--- src/rtl/morse_rx_core.sv ---
// Morse key receiver: synchronise and debounce the key, classify presses into dots/dashes,
// decode characters into a small FIFO, and drain that FIFO on request.
module morse_rx_core #(
  parameter int MAX_SYM  = 5,
  parameter int DEPTH    = 8,
  parameter int DEB_CYC  = 1000000,
  parameter int DOT_MAX  = 25000000,
  parameter int CHAR_GAP = 50000000
) (
  input  logic                         clk,
  input  logic                         rst,
  input  logic                         key,
  input  logic                         bksp,
  input  logic                         send,
  input  logic                         out_ready,
  output logic                         out_valid,
  output logic [5:0]                   out_char,
  output logic [MAX_SYM-1:0]           sym_bits,
  output logic [$clog2(MAX_SYM+1)-1:0] sym_cnt,
  output logic [6*DEPTH-1:0]           buf_flat,
  output logic [$clog2(DEPTH+1)-1:0]   buf_cnt,
  output logic                         err_len,
  output logic                         err_char,
  output logic                         err_full
);

  localparam int SCW  = $clog2(MAX_SYM + 1);
  localparam int BCW  = $clog2(DEPTH + 1);
  localparam int PW   = $clog2(DEPTH);
  localparam int DW   = $clog2(DEB_CYC + 1);
  localparam int TMAX = (DOT_MAX + 1 > CHAR_GAP) ? DOT_MAX + 1 : CHAR_GAP;
  localparam int TW   = $clog2(TMAX + 1);

  typedef enum logic [1:0] {IDLE, PRESS, GAP, DRAIN} state_t;

  state_t          state;
  logic            key_meta, key_sync, deb, deb_d;
  logic [DW-1:0]   deb_cnt;
  logic [TW-1:0]   timer;
  logic [5:0]      mem [DEPTH];
  logic [PW-1:0]   rd_ptr, wr_ptr, waddr;
  logic            push_pend;
  logic [5:0]      push_code;

  logic       rise, fall, send_ok, bksp_ok, bk_sym, bk_buf, pop;
  logic       sym_add, dash, gap_done, commit, dec_ok, commit_push;
  logic [5:0] dec_code;

  // {symbol count, pattern} -> {valid, code}; first symbol sits in the highest used bit
  function automatic logic [6:0] decode(input logic [2:0] n, input logic [5:0] p);
    case ({n, p})
      9'b010_000001: decode = {1'b1, 6'd0};
      9'b100_001000: decode = {1'b1, 6'd1};
      9'b100_001010: decode = {1'b1, 6'd2};
      9'b011_000100: decode = {1'b1, 6'd3};
      9'b001_000000: decode = {1'b1, 6'd4};
      9'b100_000010: decode = {1'b1, 6'd5};
      9'b011_000110: decode = {1'b1, 6'd6};
      9'b100_000000: decode = {1'b1, 6'd7};
      9'b010_000000: decode = {1'b1, 6'd8};
      9'b100_000111: decode = {1'b1, 6'd9};
      9'b011_000101: decode = {1'b1, 6'd10};
      9'b100_000100: decode = {1'b1, 6'd11};
      9'b010_000011: decode = {1'b1, 6'd12};
      9'b010_000010: decode = {1'b1, 6'd13};
      9'b011_000111: decode = {1'b1, 6'd14};
      9'b100_000110: decode = {1'b1, 6'd15};
      9'b100_001101: decode = {1'b1, 6'd16};
      9'b011_000010: decode = {1'b1, 6'd17};
      9'b011_000000: decode = {1'b1, 6'd18};
      9'b001_000001: decode = {1'b1, 6'd19};
      9'b011_000001: decode = {1'b1, 6'd20};
      9'b100_000001: decode = {1'b1, 6'd21};
      9'b011_000011: decode = {1'b1, 6'd22};
      9'b100_001001: decode = {1'b1, 6'd23};
      9'b100_001011: decode = {1'b1, 6'd24};
      9'b100_001100: decode = {1'b1, 6'd25};
      9'b101_011111: decode = {1'b1, 6'd26};
      9'b101_001111: decode = {1'b1, 6'd27};
      9'b101_000111: decode = {1'b1, 6'd28};
      9'b101_000011: decode = {1'b1, 6'd29};
      9'b101_000001: decode = {1'b1, 6'd30};
      9'b101_000000: decode = {1'b1, 6'd31};
      9'b101_010000: decode = {1'b1, 6'd32};
      9'b101_011000: decode = {1'b1, 6'd33};
      9'b101_011100: decode = {1'b1, 6'd34};
      9'b101_011110: decode = {1'b1, 6'd35};
      default:       decode = 7'd0;
    endcase
  endfunction

  always_ff @(posedge clk) begin
    if (!rst) begin
      key_meta <= 1'b0;
      key_sync <= 1'b0;
      deb      <= 1'b0;
      deb_d    <= 1'b0;
      deb_cnt  <= '0;
    end else begin
      key_meta <= key;
      key_sync <= key_meta;
      deb_d    <= deb;
      if (key_sync == deb) begin
        deb_cnt <= '0;
      end else if (deb_cnt == DW'(DEB_CYC - 1)) begin
        deb     <= key_sync;
        deb_cnt <= '0;
      end else begin
        deb_cnt <= deb_cnt + DW'(1);
      end
    end
  end

  always_comb begin
    rise        = deb & ~deb_d;
    fall        = ~deb & deb_d;
    send_ok     = send && (state == IDLE) && (buf_cnt != '0);
    // an accepted send wins over a simultaneous backspace so DRAIN never starts empty
    bksp_ok     = bksp && ((state == IDLE) || (state == GAP)) && !send_ok;
    bk_sym      = bksp_ok && (sym_cnt != '0);
    bk_buf      = bksp_ok && (sym_cnt == '0) && (buf_cnt != '0);
    pop         = (state == DRAIN) && out_ready;
    sym_add     = (state == PRESS) && fall;
    dash        = timer > TW'(DOT_MAX);
    gap_done    = (state == GAP) && !rise && (timer == TW'(CHAR_GAP - 1));
    commit      = gap_done && (sym_cnt != '0);
    {dec_ok, dec_code} = decode(3'(sym_cnt), 6'(sym_bits));
    commit_push = commit && dec_ok && (buf_cnt != BCW'(DEPTH));
    waddr       = bk_buf ? wr_ptr - PW'(1) : wr_ptr;
  end

  always_ff @(posedge clk) begin
    if (!rst) begin
      state     <= IDLE;
      timer     <= '0;
      sym_bits  <= '0;
      sym_cnt   <= '0;
      push_pend <= 1'b0;
      push_code <= '0;
      err_len   <= 1'b0;
      err_char  <= 1'b0;
      err_full  <= 1'b0;
    end else begin
      push_pend <= commit_push;
      if (commit_push) push_code <= dec_code;

      case (state)
        IDLE: begin
          if (send_ok) begin
            state <= DRAIN;
          end else if (rise) begin
            state <= PRESS;
            timer <= '0;
          end
        end
        PRESS: begin
          if (fall) begin
            state <= GAP;
            timer <= '0;
          end else if (timer != '1) begin
            timer <= timer + TW'(1);
          end
        end
        GAP: begin
          if (rise) begin
            state <= PRESS;
            timer <= '0;
          end else if (gap_done) begin
            state <= IDLE;
            timer <= '0;
          end else begin
            timer <= timer + TW'(1);
          end
        end
        DRAIN: if (pop && buf_cnt == BCW'(1)) state <= IDLE;
        default: state <= IDLE;
      endcase

      if (gap_done) begin
        sym_bits <= '0;
        sym_cnt  <= '0;
      end else if (sym_add && sym_cnt != SCW'(MAX_SYM)) begin
        sym_bits <= (sym_bits << 1) | MAX_SYM'(dash);
        sym_cnt  <= sym_cnt + SCW'(1);
      end else if (bk_sym) begin
        sym_bits <= sym_bits >> 1;
        sym_cnt  <= sym_cnt - SCW'(1);
      end

      if (send_ok) begin
        err_len  <= 1'b0;
        err_char <= 1'b0;
        err_full <= 1'b0;
      end else begin
        if (sym_add && sym_cnt == SCW'(MAX_SYM)) err_len <= 1'b1;
        if (commit && !dec_ok) err_char <= 1'b1;
        if (commit && dec_ok && buf_cnt == BCW'(DEPTH)) err_full <= 1'b1;
      end
    end
  end

  // a push and a buffer backspace in the same cycle replace the newest entry
  always_ff @(posedge clk) begin
    if (push_pend) mem[waddr] <= push_code;
  end

  always_ff @(posedge clk) begin
    if (!rst) begin
      rd_ptr  <= '0;
      wr_ptr  <= '0;
      buf_cnt <= '0;
    end else begin
      if (pop) rd_ptr <= rd_ptr + PW'(1);
      case ({push_pend, bk_buf})
        2'b10:   wr_ptr <= wr_ptr + PW'(1);
        2'b01:   wr_ptr <= wr_ptr - PW'(1);
        default: wr_ptr <= wr_ptr;
      endcase
      case ({push_pend, bk_buf, pop})
        3'b100:         buf_cnt <= buf_cnt + BCW'(1);
        3'b010, 3'b001: buf_cnt <= buf_cnt - BCW'(1);
        default:        buf_cnt <= buf_cnt;
      endcase
    end
  end

  always_comb begin
    out_valid = (state == DRAIN);
    out_char  = out_valid ? mem[rd_ptr] : 6'd63;
  end

  generate
    for (genvar gi = 0; gi < DEPTH; gi++) begin : g_flat
      assign buf_flat[6*gi +: 6] = (BCW'(gi) < buf_cnt) ? mem[rd_ptr + PW'(gi)] : 6'd63;
    end
  endgenerate

endmodule

--- config.mk ---
export PLATFORM = sky130hd
export DESIGN_NAME = morse_rx_core
export DESIGN_NICKNAME = d
export VERILOG_FILES = /design/src/rtl/morse_rx_core.sv
export SDC_FILE = /design/constraint.sdc
export NUM_CORES = 1
export LEC_CHECK = 0
export ABC_AREA = 0
export BUFFER_PORTS_ARGS = -buffer_cell sky130_fd_sc_hd__buf_2
export CAP_MARGIN = 20
export CORE_UTILIZATION = 58
export DETAILED_ROUTE_END_ITERATION = 16
export GPL_ROUTABILITY_DRIVEN = 0
export GPL_TIMING_DRIVEN = 0
export PLACE_DENSITY_LB_ADDON = 0.08
export SYNTH_ARGS = -nofsm -noshare
export SYNTH_HDL_FRONTEND = slang
export SYNTH_SLANG_ARGS = --single-unit
export TNS_END_PERCENT = 5
--- constraint.sdc ---
create_clock -name clk -period 4.7 [get_ports clk]
set_input_delay 0.94 -clock clk [delete_from_list [all_inputs] [get_ports clk]]
set_output_delay 0.94 -clock clk [all_outputs]
set_load 0.01 [all_outputs]
### After elaboration in Yosys (flattened, before gate mapping)

Memories as Yosys holds them, arrays and structs flattened. A register that Yosys moved wholly into a read port is not among the register bits.
Cells that the tools add are included.

| storage, ports and cells | value |
|---|---|
| register bits after elaboration | 80 |
| latch bits | 0 |
| RAM bits | 48 |
| memory bits (read-only) | 0 |
| input port bits | 6 |
| output and inout port bits | 70 |
| memories kept | 1 |

Memories:

| name | depth | bits a word | rd ports | clocked after Yosys merged registers in | write ports | line | RTL |
|---|---|---|---|---|---|---|---|
| mem | 8 | 6 | 8 | 1 | 1 | 40 | `logic [5:0] mem [DEPTH];` |

| cells by class | value |
|---|---|
| $add $sub $neg | 15 |
| $mul | 0 |
| divide/modulo/power cells | 0 |
| magnitude comparators | 9 |
| eq/ne operators | 60 |
| shift operators | 0 |
| muxes and demuxes | 35 |
| bitwise logic cells | 7 |
| reductions and logical operators | 38 |

Operators with widths:

| cell | number |
|---|---|
| case mux 7 bit (36 select lines) | 1 |
| == test 8 bit (second input constant) | 22 |
| 2-to-1 mux 26 bit | 6 |
| == test 8 x 7 -> 1 bit (second input constant) | 12 |
| case mux 26 bit (3 select lines) | 1 |
| 2-to-1 mux 6 bit | 9 |
| adder 26 x 1 -> 26 bit (second input constant) | 1 |
| == test 26 bit (second input constant) | 1 |
| > comparator 26 x 25 -> 1 bit (second input constant) | 1 |
| != test 26 bit (second input constant) | 1 |
| adder 20 x 1 -> 20 bit (second input constant) | 1 |
| == test 20 bit (second input constant) | 1 |
| logical AND 1 bit | 19 |
| == test 8 x 6 -> 1 bit (second input constant) | 2 |
| less-than comparator 3 x 4 -> 1 bit (first input constant) | 4 |
| 2-to-1 mux 3 bit | 5 |
| adder 3 bit (second input constant) | 4 |
| 2-to-1 mux 2 bit | 6 |
| 2-to-1 mux 5 bit | 2 |
| adder 3 x 1 -> 3 bit (second input constant) | 3 |
| != test 3 bit (second input constant) | 3 |
| less-than comparator 1 x 4 -> 1 bit (first input constant) | 2 |
| less-than comparator 2 x 4 -> 1 bit (first input constant) | 2 |
| case mux 2 bit (4 select lines) | 1 |
| 33 further kinds | 54 |

### Depth between registers and ports, before layout

Gate-level depths: netlist of the first run.

| logic depth | value |
|---|---|
| word-level depth | 10 |
| mapped depth | 11 |

### Worst setup path after synthesis of the first run

Ideal clock, no wire load.

| path | value |
|---|---|
| kind | register to output |
| from | register rd_ptr[0] |
| to | output buf_flat[10] |
| data arrival time | 2891 ps |
| path slack | 869 ps |
| stages on the path, launching flop included | 11 |
| path buffers | 5 |
| cells stage by stage | dfxtp_1 -> clkbuf_1 -> buf_1 -> clkbuf_1 -> inv_1 -> ha_1 -> clkbuf_1 -> buf_1 -> mux4_2 -> nand2_1 -> nand3_1 |

| between the ends | value |
|---|---|
| longest elaborated chain between the ends | 3 |

RTL lines:

| item | line | RTL |
|---|---|---|
| start: declaration | 41 | `logic [PW-1:0] rd_ptr, wr_ptr, waddr;` |
| start signal: assignment | 213 | `if (pop) rd_ptr <= rd_ptr + PW'(1);` |
| adder 3 x 1 -> 3 bit | 234 | `assign buf_flat[6*gi +: 6] = (BCW'(gi) < buf_cnt) ? mem[rd_ptr + PW'(gi)] : 6'd63;` |
| memory (8 x 6 bit) | -- |  |
| 2-to-1 mux 6 bit | 234 |  |
| end: declaration | 20 | `output logic [6*DEPTH-1:0] buf_flat,` |

No other way between the ends.

### Worst setup path in the final report of the first run

| path | value |
|---|---|
| from | register rd_ptr[1] |
| to | output buf_flat[10] |

The elaborated chain is that of the path after synthesis.

==> results of run 1 <==
-- power breakdown --
group / internal (mW) / switching [mW]
sequential: 1.19 / 0.0392
clock: 0.799 / 0.550
combinational: 0.350 / 0.616
total: 2.34 / 1.20
-- repair_timing --
| action | in CTS | in global routing |
|---|---|---|
| pin swaps | 0 | 0 |
| hold endpoints to repair | 0 | 0 |
| resized for setup | 3 | 2 |
| endpoints found under the setup margin | 24 | 24 |
-- sequential cells by signal, summed over array words and instances (netlist names), 2 cells and up, named ones only --
| register | flops |
|---|---|
| deb_cnt | 20 |
| push_code | 6 |
| sym_cnt | 3 |
| buf_cnt | 4 |
| wr_ptr | 3 |
| state | 2 |
| mem | 48 |
| sym_bits | 5 |
| timer | 26 |
| rd_ptr | 3 |
-- cells by family after synthesis --
group	synth area share (%)
AOI/OAI and AO/OA	11.1
DFF	34.4
xor gates and xnor gates	3.79
buffers and inverters	4.87
muxes	16.9
adders and majority gates	2.44
and+or+nand+nor	26.5
-- cell type report --
class	count	area, sq um	share of cell area (%)
plain buffers	70	324	3.17
repair buffers	74	370	3.62
clock inverters	14	166	1.63
inverters	31	116	1.14
well taps	188	235	2.30
clock buffers	18	429	4.20
flip-flops and latches	131	3100	30.3
multi-input cells	751	5480	53.6
-- per-layer routing --
layer | up-vias | routed length (microns) | GRT usage, %
met5 | - | 0 | 0
met4 | 0 | 325 | 8.75
met3 | 40 | 2120 | 6.75
met2 | 423 | 10800 | 47.6
met1 | 3836 | 10300 | 41.7
li1 | 3820 | - | -
-- synth_stat cells, drive strengths merged, types with 5 or more instances --
library cell	instances	area share, %
a211oi	7	0.58
a21o	5	0.42
a21oi	27	1.5
a31oi	17	1.2
and2	13	0.92
and3	10	0.69
buf	35	2.1
clkbuf	36	1.5
dfxtp	83	18
edfxtp	48	16
ha	16	2.2
inv	29	1.2
mux2i	16	1.8
mux4	60	15
nand2	154	6.4
nand2b	9	0.62
nand3	90	5.0
nand4	20	1.5
nor2	84	3.6
nor2b	8	0.55
nor3	20	1.1
nor3b	6	0.50
nor4	8	0.86
nor4b	5	0.62
o211ai	7	0.92
o21a	7	0.58
o21ai	23	1.3
or2	7	0.49
or3	24	1.7
or4	9	0.83
xnor2	23	2.2
xor2	16	1.6
-- critical path, stage by stage (launching register included) --
cell      delay [ns]
dfxtp_1         0.33
buf_2           0.42
buf_1           0.48
inv_1           0.16
ha_1            0.30
clkbuf_1        0.33
buf_2           0.35
mux4_2          0.37
nand2_1         0.09
nand3_1         0.10
buf_2           0.20
-- how the worst max path moves through the flow --
stage	startpoint	to	slack [ns]
final	rd_ptr[1]	buf_flat[10]	0.20
after global routing	rd_ptr[1]	buf_flat[9]	0.02
after CTS	rd_ptr[0]	buf_flat[10]	0.12
after detailed placement	rd_ptr[0]	buf_flat[10]	0.04
after global placement	rd_ptr[1]	buf_flat[9]	0.05
after floorplan	rd_ptr[0]	buf_flat[10]	0.87
-- stage by stage --
stage / hold slack, ns / util (%) / instance area (sq um) / power [mW]
2_1_floorplan: 0.412 / - / 9020 / 1.91
3_3_place_gp: 0.426 / 63.3 / 9630 / 2.19
3_5_place_dp: 0.429 / 63.3 / 9630 / 2.20
4_1_cts: 0.444 / 67.3 / 10200 / 3.55
5_1_grt: 0.441 / 67.3 / 10200 / 3.71
6_report: 0.438 / 67.3 / 10200 / 3.55
==> impl_results.md, run 1 <==
* Die area at 0.0161 sq mm
* Top_reg_cell synth: dfxtp_1
* Hold path depth at 1
* Power Dens Cells at 347 mW/mm^2
* # DRC at 0
* Vias in the first global route at 7318
* RR Startpoint: buf_cnt[1]
* Syn. warnings at 0
* 1st-iter DRT viols at slightly below 800
* Longest Clk Path Bufs at 2
* Mapped Area at between 0.009 and 0.01 sq mm
* Most common cell after layout, fill and taps aside: nand2_1
* Setup violators final at 0
* Fill cells at about 1200
* Hold Startpoint: key_meta
* Clock transition at path regs at 0.06 ns
* Most frequent cells in the layout: nand2_1 (154), buf_2 (95), nand3_1 (90)
* Outcome: complete, no violations
* Mapped Cells at between 900 and 1000
* Final slew viol count at 0
* GRT overflow at 0
* Reg-to-reg setup timing slack at 1.43 ns
* Layout Cells excl Fill at 1277
* Critical path class: register to output pin
* Final min period at 4.50 ns
* Ant diodes at 0
* Initial antenna violation count at 0
* Die height at 127 microns
* Crit path launch type: register
* Worst Path Required at 3.76 ns
* Worst rel slew slack at 29.1%
* Rows at 45
* Detailed Place HPWL at 17.6 mm
* Asr flop ratio synth at 0%
* Antenna-violating nets left at 0
* Skew final at 0.0180 ns
* CP endpoint kind: output pin
* R2R cell count at 10
* Setup ws final at 0.202 ns
* CTS tree: built
* Postcts setup bufs at 0
* Post-synth EDFFs at 48
* Hold endpoint: key_sync
* CTS sink cnt at 131
* Worst Hold Class: register to register
* Core Area at roughly 0.015 sq mm
* Worst-margin pin slew at roughly 1.0 ns
* DP Cell Count at 1246
* Hold Fails Final Rpt at 0
* CTS Buf Count at 17
* Final setup TNS at 0 ns
* Unique masters post-synth at 80
* Post-DR wirelength/cell at around 18 microns
* First-pass GRT wire length at 38.0 mm
* Mapped Nets at between 1000 and 1500
* Die W at 127 microns
* Post-CTS Hold Buffers at 0
* Post-DR vias/cell at 6.36
* Root Driver: clkbuf_16
* Leak at 3.39 nW
* Aggregate global-route resource usage at 30.1%
* Largest net degree at the start of global routing at 18
* Max-Cap Viols at 0
* Mean Syn Cell Area at just over 9 sq um
* Reg2Reg Capture Point: mem[1][1]
* Share of cells above drive strength 1 at 20.3%
* Data arrival time of the critical path at approximately 3.6 ns
* Nets at between 1000 and 1500
* CTS H-tree lvls at 4
* TritonRoute pass-1 iters at 5
* Clk Latency, worst-skew pair at 0.43 ns
* Worst vdd ir at 0.274 mV
* Highest Clock Rate at approximately 0.22 GHz
* #FFs+latches synth at 131
* Maximum fanout along the worst path at 17
* RSZ-0062 raised after global routing: no
* Initial Util at just under 60%
* Area Overhead vs Synth at 13.3%
* Sequential-to-total area share from yosys stat at 34.4%
* PortBufs at 74
* Drt total wl at 23.6 mm
* Pre-CTS setup slack at 0.0370 ns
* Ports at 76
* DR vias at 8119
* Period Utilization, post-route at 95.7%
No activity file was read; power rests on OpenSTA's default activity.
==> run 2, diff against run 1 <==
- CORE_ASPECT_RATIO: default -> 1.1
==> impl_results.md, run 2 (same netlist as run 1, synthesis figures left out) <==
* Worst rel slew slack at 32.2%
* Period Utilization, post-route at 95.3%
* CP endpoint kind: output pin
* 1st-iter DRT viols at about 750
* Core Area at 0.0151 sq mm
* Postcts setup bufs at 0
* Root Driver: clkbuf_16
* Final min period at between 4 and 5 ns
* First-pass GRT wire length at 38.6 mm
* Crit path launch type: register
* CTS H-tree lvls at 4
* Clk Latency, worst-skew pair at about 0.43 ns
* Detailed Place HPWL at between 15 and 20 mm
* Power Dens Cells at between 300 and 400 mW/mm^2
* Final slew viol count at 0
* Area Overhead vs Synth at 13.3%
* CTS Buf Count at 17
* Largest net degree at the start of global routing at 18
* Die W at 121 microns
* Post-DR vias/cell at 6.30
* Reg-to-reg setup timing slack at 1.50 ns
* Worst Path Required at approximately 3.8 ns
* Die area at 0.0161 sq mm
* Skew final at 0.0134 ns
* Slowest CP cell: buf_2
* Largest Register: mem
* TritonRoute pass-1 iters at 5
* WP buf/inv at 7
* Max reg flops at 48
* Crit path top cell by count: buf_2
* Fill cells at 1199
* Rows at 47
* Max incr delay on CP at 0.38 ns
* CTS tree: built
* RR Startpoint: buf_cnt[1]
* Regs by FF count: mem: 48 flops, timer: 26 flops, deb_cnt: 20 flops
* Max-Cap Viols at 0
* Hold endpoint: key_sync
* CTS sink cnt at roughly 130
* Post-DR wirelength/cell at between 15 and 20 microns
* Worst vdd ir at 0.304 mV
* Ant diodes at 0
* Outcome: complete, no violations
* Maximum fanout along the worst path at 10
* Die height at around 130 microns
* Share of cells above drive strength 1 at approximately a fifth
* Initial Util at about three fifths
* # DRC at 0
* Initial antenna violation count at 0
* Longest Clk Path Bufs at 2
* RSZ-0062 raised after global routing: no
* Hold Fails Final Rpt at 0
* Aggregate global-route resource usage at between 30% and 40%
* GRT overflow at 0
* R2R cell count at 10
* Crit-path leading delay family: buffers and inverters
* Ports at 76
* Critical path class: register to output pin
* Worst-margin pin slew at 1.01 ns
* WHS at approximately 0.44 ns
* Vias in the first global route at between 7000 and 8000
* Highest Clock Rate at 0.223 GHz
* Leak at approximately 3.4 nW
* Antenna-violating nets left at 0
* Most common cell after layout, fill and taps aside: nand2_1
* Clock transition at path regs at around 0.060 ns
* Hold path depth at 1
* Drt total wl at 23.6 mm
* Final core occ at 67.6%
* Worst Hold Class: register to register
* Reg2Reg Capture Point: mem[0][1]
* Most frequent cells in the layout: nand2_1 (154), buf_2 (95), nand3_1 (90)
* Setup violators final at 0
* PortBufs at 74
* Hold Startpoint: key_meta
* Data arrival time of the critical path at between 3 and 4 ns
* Nets at approximately 1100
* Crit path from: rd_ptr[0]
* DR vias at 8093
* CP Cell Sequence: clkbuf_1, buf_2, clkbuf_2, inv_1, ha_1, clkbuf_1, buf_2, mux4_2, nand2_1, nand3_1, buf_2
run 2: changes by cell type in the layout (fill, tap and decap cells not counted):
cell and change:
buf_1 -1, clkbuf_1 -1, clkbuf_8 +1, clkinv_2 +1, clkinvlp_2 -1, inv_4 +4, inv_6 -1, inv_8 -3
run 2: stage by stage:
step                      setup slack (ns)  cell area (sq um)  cells  total power [mW]  setup TNS, ns
after detailed placement           -0.0702               9640   1254              2.21         -0.507
after global routing                0.0597              10200   1284              3.69              0
after global placement             0.00309               9640   1254              2.20              0
final                                0.219              10200   1284              3.52              0
after CTS                           0.0304              10200   1285              3.52              0
after floorplan                      0.869               9020    984              1.91              0
run 2: cell type report:
| cell class | instances | area [sq um] | area share (%) |
|---|---|---|---|
| buffer | 69 | 320 | 3.13 |
| clock buffer | 18 | 439 | 4.30 |
| clock inverter | 14 | 149 | 1.46 |
| inverter | 31 | 116 | 1.14 |
| multi-input combinational | 751 | 5480 | 53.6 |
| sequential | 131 | 3100 | 30.4 |
| tap | 196 | 245 | 2.40 |
| timing repair buffer | 74 | 370 | 3.62 |
run 2: what timing repair did:
action,CTS,global route
cloned,0,0
hold buffers,0,0
resized for setup,3,2
endpoints found under the setup margin,24,24
run 2: worst max-delay path by stage:
stage / end / slack, ns / cells after the start
CTS: buf_flat[7] / 0.03 / 11
global route: buf_flat[8] / 0.06 / 11
finish: buf_flat[7] / 0.22 / 11
detailed placement: buf_flat[7] / -0.07 / 11
floorplan: buf_flat[10] / 0.87 / 10
global placement: buf_flat[10] / 0.003 / 11
run 2: per-layer routing:
metal / vias up / wire length [microns] / track usage, %
met2: 418 / 11300 / 50.7
met1: 3799 / 9830 / 40.8
met4: 0 / 705 / 11.9
li1: 3814 / - / -
met3: 62 / 1780 / 4.74
met5: - / 0 / 0
run 2: report_power, final:
group          switching [mW]  total (mW)  internal (mW)
Clock                   0.518        1.32          0.801
Sequential             0.0412        1.24           1.19
Combinational           0.616       0.967          0.351
Total                    1.18        3.52           2.35
